File: src/rtl/inst_fetch_pkg.sv
// Shared types and constants for the instruction fetch stage.
package inst_fetch_pkg;

  localparam int unsigned INST_ADDR_W = 32;
  localparam int unsigned INST_DATA_W = 32;

  typedef logic [INST_ADDR_W-1:0] inst_addr_bus_t;
  typedef logic [INST_DATA_W-1:0] inst_bus_t;

  localparam inst_bus_t ZERO_WORD  = 32'h0000_0000;
  localparam inst_bus_t NOP_INST   = 32'h0000_0000;
  localparam logic      RST_ENABLE = 1'b0;

  typedef enum logic [1:0] {
    ST_IDLE = 2'b00,
    ST_REQ  = 2'b01,
    ST_DROP = 2'b10
  } fetch_state_e;

  // A memory request is outstanding in every state except IDLE.
  function automatic logic req_active(input fetch_state_e s);
    return (s == ST_REQ) || (s == ST_DROP);
  endfunction

endpackage

File: src/rtl/fetch_fifo.sv
// Small synchronous FIFO holding prefetched {pc, inst} pairs.
module fetch_fifo
  import inst_fetch_pkg::*;
#(
  parameter int unsigned DEPTH = 2,
  parameter int unsigned WIDTH = 64,
  localparam int unsigned PTR_W = $clog2(DEPTH),
  localparam int unsigned CNT_W = PTR_W + 1
) (
  input  logic             clk,
  input  logic             rst,
  input  logic             clear_i,
  input  logic             push_i,
  input  logic             pop_i,
  input  logic [WIDTH-1:0] data_i,
  output logic [CNT_W-1:0] count_o,
  output logic [WIDTH-1:0] head_o
);

  logic [WIDTH-1:0] mem_q [DEPTH];
  logic [WIDTH-1:0] mem_d [DEPTH];
  logic [PTR_W-1:0] wr_ptr_q, wr_ptr_d;
  logic [PTR_W-1:0] rd_ptr_q, rd_ptr_d;
  logic [CNT_W-1:0] count_q, count_d;

  // Clear wins over push/pop; pointers wrap naturally since DEPTH is a power of two.
  always_comb begin
    mem_d    = mem_q;
    wr_ptr_d = wr_ptr_q;
    rd_ptr_d = rd_ptr_q;
    count_d  = count_q;
    if (clear_i) begin
      wr_ptr_d = '0;
      rd_ptr_d = '0;
      count_d  = '0;
    end else begin
      if (push_i) begin
        mem_d[wr_ptr_q] = data_i;
        wr_ptr_d        = wr_ptr_q + PTR_W'(1'b1);
      end else begin
        wr_ptr_d = wr_ptr_q;
      end
      if (pop_i) begin
        rd_ptr_d = rd_ptr_q + PTR_W'(1'b1);
      end else begin
        rd_ptr_d = rd_ptr_q;
      end
      count_d = count_q + CNT_W'(push_i) - CNT_W'(pop_i);
    end
  end

  always_ff @(posedge clk) begin
    if (rst == RST_ENABLE) begin
      wr_ptr_q <= '0;
      rd_ptr_q <= '0;
      count_q  <= '0;
    end else begin
      wr_ptr_q <= wr_ptr_d;
      rd_ptr_q <= rd_ptr_d;
      count_q  <= count_d;
    end
  end

  always_ff @(posedge clk) begin
    mem_q <= mem_d;
  end

  assign count_o = count_q;
  assign head_o  = mem_q[rd_ptr_q];

  fetch_fifo_chk #(
    .DEPTH (DEPTH),
    .CNT_W (CNT_W)
  ) u_chk (
    .clk     (clk),
    .rst     (rst),
    .clear_i (clear_i),
    .push_i  (push_i),
    .pop_i   (pop_i),
    .count_i (count_q)
  );

endmodule

File: src/rtl/fetch_fifo_chk.sv
// Overflow checker for the prefetch FIFO.
module fetch_fifo_chk
  import inst_fetch_pkg::*;
#(
  parameter int unsigned DEPTH = 2,
  parameter int unsigned CNT_W = 2
) (
  input logic             clk,
  input logic             rst,
  input logic             clear_i,
  input logic             push_i,
  input logic             pop_i,
  input logic [CNT_W-1:0] count_i
);

  a_no_overflow: assert property (@(posedge clk) disable iff (rst == RST_ENABLE)
    !(push_i && !pop_i && !clear_i && (count_i == CNT_W'(DEPTH))));

endmodule

File: src/rtl/inst_fetch.sv
// Instruction fetch: PC, single-outstanding imem request FSM and prefetch FIFO
// with flush/redirect handling.
module inst_fetch
  import inst_fetch_pkg::*;
#(
  parameter logic [31:0] RESET_PC = 32'h0000_0000,
  parameter int unsigned DEPTH    = 2,
  parameter int unsigned ADDR_W   = 32,
  parameter int unsigned INST_W   = 32
) (
  input  logic              clk,
  input  logic              rst,
  input  logic              stall_i,
  input  logic              flush_i,
  input  logic [ADDR_W-1:0] new_pc_i,
  output logic              imem_req_o,
  output logic [ADDR_W-1:0] imem_addr_o,
  input  logic              imem_ack_i,
  input  logic [INST_W-1:0] imem_rdata_i,
  output logic [ADDR_W-1:0] if_pc_o,
  output logic [INST_W-1:0] if_inst_o,
  output logic              if_valid_o
);

  localparam int unsigned CNT_W  = $clog2(DEPTH) + 1;
  localparam int unsigned FIFO_W = ADDR_W + INST_W;
  localparam logic [ADDR_W-1:0] PC_STEP    = ADDR_W'(3'd4);
  localparam logic [ADDR_W-1:0] ALIGN_MASK = ~ADDR_W'(2'b11);

  fetch_state_e      state_q, state_d;
  logic [ADDR_W-1:0] pc_q, pc_d;
  logic [ADDR_W-1:0] addr_q, addr_d;

  logic              push_s, pop_s, valid_s, room_s;
  logic [CNT_W-1:0]  count_s, next_count_s;
  logic [FIFO_W-1:0] head_s;

  fetch_fifo #(
    .DEPTH (DEPTH),
    .WIDTH (FIFO_W)
  ) u_fifo (
    .clk     (clk),
    .rst     (rst),
    .clear_i (flush_i),
    .push_i  (push_s),
    .pop_i   (pop_s),
    .data_i  ({pc_q, imem_rdata_i}),
    .count_o (count_s),
    .head_o  (head_s)
  );

  always_comb begin
    valid_s      = (count_s != '0) && !flush_i;
    push_s       = (state_q == ST_REQ) && imem_ack_i && !flush_i;
    pop_s        = valid_s && !stall_i;
    next_count_s = count_s + CNT_W'(push_s) - CNT_W'(pop_s);
    room_s       = next_count_s < CNT_W'(DEPTH);
  end

  always_ff @(posedge clk) begin
    if (rst == RST_ENABLE) begin
      state_q <= ST_IDLE;
      pc_q    <= ADDR_W'(RESET_PC);
      addr_q  <= ADDR_W'(RESET_PC);
    end else begin
      state_q <= state_d;
      pc_q    <= pc_d;
      addr_q  <= addr_d;
    end
  end

  // In DROP the bus keeps the abandoned address until its ack; pc already holds the target.
  always_comb begin
    state_d = state_q;
    pc_d    = pc_q;
    if (flush_i) begin
      pc_d = new_pc_i & ALIGN_MASK;
      if (req_active(state_q) && !imem_ack_i) begin
        state_d = ST_DROP;
      end else begin
        state_d = ST_REQ;
      end
    end else begin
      case (state_q)
        ST_IDLE: begin
          if (room_s) begin
            state_d = ST_REQ;
          end else begin
            state_d = ST_IDLE;
          end
        end
        ST_REQ: begin
          if (imem_ack_i) begin
            pc_d = pc_q + PC_STEP;
            if (room_s) begin
              state_d = ST_REQ;
            end else begin
              state_d = ST_IDLE;
            end
          end else begin
            state_d = ST_REQ;
          end
        end
        ST_DROP: begin
          if (imem_ack_i) begin
            state_d = ST_REQ;
          end else begin
            state_d = ST_DROP;
          end
        end
        default: begin
          state_d = ST_IDLE;
        end
      endcase
    end
    if (state_d == ST_DROP) begin
      addr_d = addr_q;
    end else begin
      addr_d = pc_d;
    end
  end

  always_comb begin
    imem_req_o  = req_active(state_q);
    imem_addr_o = addr_q;
    if_valid_o  = valid_s;
    if (valid_s) begin
      if_pc_o   = head_s[FIFO_W-1:INST_W];
      if_inst_o = head_s[INST_W-1:0];
    end else begin
      if_pc_o   = ADDR_W'(ZERO_WORD);
      if_inst_o = INST_W'(NOP_INST);
    end
  end

endmodule

File: config.mk
export PLATFORM = sky130hd
export DESIGN_NAME = inst_fetch
export DESIGN_NICKNAME = d
export VERILOG_FILES = /design/src/rtl/inst_fetch_pkg.sv /design/src/rtl/fetch_fifo.sv /design/src/rtl/fetch_fifo_chk.sv /design/src/rtl/inst_fetch.sv
export SDC_FILE = /design/constraint.sdc
export NUM_CORES = 1
export LEC_CHECK = 0
export ABC_AREA = 1
export BUFFER_PORTS_ARGS = -buffer_cell sky130_fd_sc_hd__buf_4
export CAP_MARGIN = 30
export CORE_ASPECT_RATIO = 0.6
export CORE_MARGIN = 1
export CORE_UTILIZATION = 40
export CTS_CLUSTER_DIAMETER = 200
export DETAILED_ROUTE_END_ITERATION = 6
export SYNTH_ARGS = -nofsm -noshare
export SYNTH_HDL_FRONTEND = slang
export SYNTH_HIERARCHICAL = 1
export SYNTH_SLANG_ARGS = --single-unit
File: constraint.sdc
create_clock -name clk -period 8.6 [get_ports clk]
set_clock_uncertainty 0.15 [all_clocks]
set_input_delay 1.72 -clock clk [delete_from_list [all_inputs] [get_ports clk]]
set_output_delay 1.72 -clock clk [all_outputs]
set_load 0.1 [all_outputs]
==> flow_metrics.tcl <==
set metrics [dict create \
    slew_headroom_pct 39.4 \
    detail_route.iter0.violations 325 \
    antenna_found_initial 1 \
    cp-end-kind "output pin" \
    syn_inst 944 \
    tritoncts "yes" \
    maxCapViolCount 0 \
    yosysSeqAreaShare_pct 57.1 \
    drtAntennaViolNets 0 \
    firstDrtPassIters 5 \
    use_met2_pct 23.6 \
    use_met3_pct 5.61 \
    path_class "in -> out" \
    leakage_nw 5.11 \
    synthArstFlopShare_pct 0 \
    cts_setup_buffers 0 \
    grt_max_degree 66 \
    htree_levels 4 \
    worstHoldPathType "reg -> reg" \
    dp_cells 1386 \
    busiest_layer "met1" \
    initial_core_util_pct 41.3 \
    std_cell_rows 42 \
    final_cell_mix "nand2_1 (188), nor2_1 (172), buf_4 (169)" \
    synth_cell_types 35 \
    synth-main-ff-cell "edfxtp_1" \
    yosysWarnings 6 \
    ir_drop_v 0.000139 \
    cts-resized-gates 0 \
    cts_buffer_depth 2 \
    fin_crit_ns 5.01 \
    n_fill_cell 2099 \
    hold_violations 0 \
    postSynthAreaPerCell_um2 9.74 \
    die-area_um2 23600 \
    antenna_cells 0 \
    place_hpwl_um 14400 \
    grt.overflow.total 0 \
    clk_pin_slew_ns 0.07 \
    portBuffers 164 \
    critical_path_arrival_ns 3.14 \
    mostFrequentLayoutCell "nand2_1" \
    vias 6498 \
    area_delta_synth_final_pct 22.1 \
    rsz0062_at_grt "false" \
    die_width_um 198 \
    netlist_area_um2 9190 \
    die_y_um 119 \
    pin_count 167 \
    grt_usage_pct 18.3 \
    seq_area_um2 5250 \
    drc 0 \
    synth_nets 1021 \
    status "finished, final reports clean" \
    fmax_mhz 200 \
    setup_violations 0 \
    tns_ns 0 \
    globalplace.congestion 0.850 \
    final_cells 1418 \
    period_share_pct 58.2 \
    hold_ws_ns 0.343 \
    cts.sinks 198 \
    drv_slew 0 \
    wl_um 21000 \
    cp_max_fo 65 \
    drive_above_1_share_pct 26.2 \
    multi_input_area_um2 3160 \
    tightest_slew_ns 0.909 \
    routed_via_density 4.58 \
    power_mw 2.13 \
    grt_pass1_wl_um 32500 \
    insertion_delay_ns 0.43 \
    start_kind "primary input" \
    hold_buffers 0 \
    route.detailed.wl_per_inst_um 14.8 \
    grt_pass1_vias 5911 \
    grt_use_met1_pct 28.9 \
    cts_buffers 17 \
    worstPathRequired_ns 6.73 \
    p_per_area_nw_per_um2 189 \
    ys_ff_latch 198 \
    utilization_pct 50.4 \
    num-nets-final 1174 \
    cts_root_buf "clkbuf_16" \
    core_area_um2 22300 \
    synth_edf_count 128 \
]
[layer usage]
layer / wire (µm) / up-vias
met2: 7880 / 204
met3: 1760 / 12
met4: 155 / 2
li1: - / 3305
met5: 13 / -
met1: 11200 / 2975
[cells by family (layout without fill, tap and decap cells)]
kind of cell             Yosys count  in the layout  share of synthesized area [%]
AO/OA/AOI/OAI                     30             30                           1.69
XOR/XNOR                          13             13                           1.24
adder cells (fa/ha/maj)            8              8                           1.09
buffers and inverters            185            351                           8.64
flip-flops                       198            198                           57.1
multiplexers                      64             64                           9.88
AND/OR/NAND/NOR                  446            446                           20.4
[synth_stat cells (all sizes together) (2+ instances only)]
cell type / number / area, µm²
dfxtp: 70 / 1400
inv: 149 / 559
edfxtp: 128 / 3840
nor3: 13 / 65.1
a21oi: 5 / 25.0
nand2: 190 / 723
nor2: 177 / 692
nand3: 30 / 168
xnor2: 6 / 52.6
and2: 2 / 12.5
mux2: 64 / 908
nand4: 21 / 131
or2: 12 / 75.1
buf: 20 / 175
o21ai: 23 / 115
clkbuf: 15 / 56.3
xor2: 7 / 61.3
ha: 8 / 100
[flip-flops by register name, indices dropped and copies added, names as in the netlist]
signal / count
u_fifo/mem_q: 128
u_fifo/rd_ptr_q: 1
u_fifo/wr_ptr_q: 1
imem_addr_o: 32
u_fifo/count_o: 2
pc_q: 32
state_q: 2
[worst max-delay path, stage by stage]
cell and delay (ns):
buf_4 0.24, a21oi_1 0.11, inv_2 0.06, buf_4 0.52, nor2_1 0.14, buf_4 0.27
[power by group]
group	switching [mW]	internal, mW	leakage [nW]
Combinational	0.179	0.0695	3.09
Clock	0.351	0.459	0.274
Sequential	0.0289	1.04	1.74
[per-stage QoR]
step / setup WS [ns] / area [µm²]
floorplan: 1.43 / 9190
global placement: 3.49 / 10600
detailed placement: 3.49 / 10600
CTS: 3.56 / 11200
global route: 3.44 / 11200
finish: 3.59 / 11200
[cell type report]
class	count	share of cell area [%]
multi-input combinational	561	28.2
clock buffer	21	3.93
tap	308	3.43
inverter	150	5.02
timing repair buffer	169	11.3
sequential	198	46.8
clock inverter	11	1.35
[final timing paths]
check | start | to | slack [ns] | depth (start not counted)
max reg2reg | u_fifo/count_o[1] | imem_addr_o[16] | 5.09 | 19
min reg2reg | imem_addr_o[8] | imem_addr_o[8] | 0.34 | 2
max | flush_i | if_inst_o[4] | 3.59 | 6
min | imem_addr_o[8] | imem_addr_o[8] | 0.34 | 2
(Power assumes the default switching activity.)
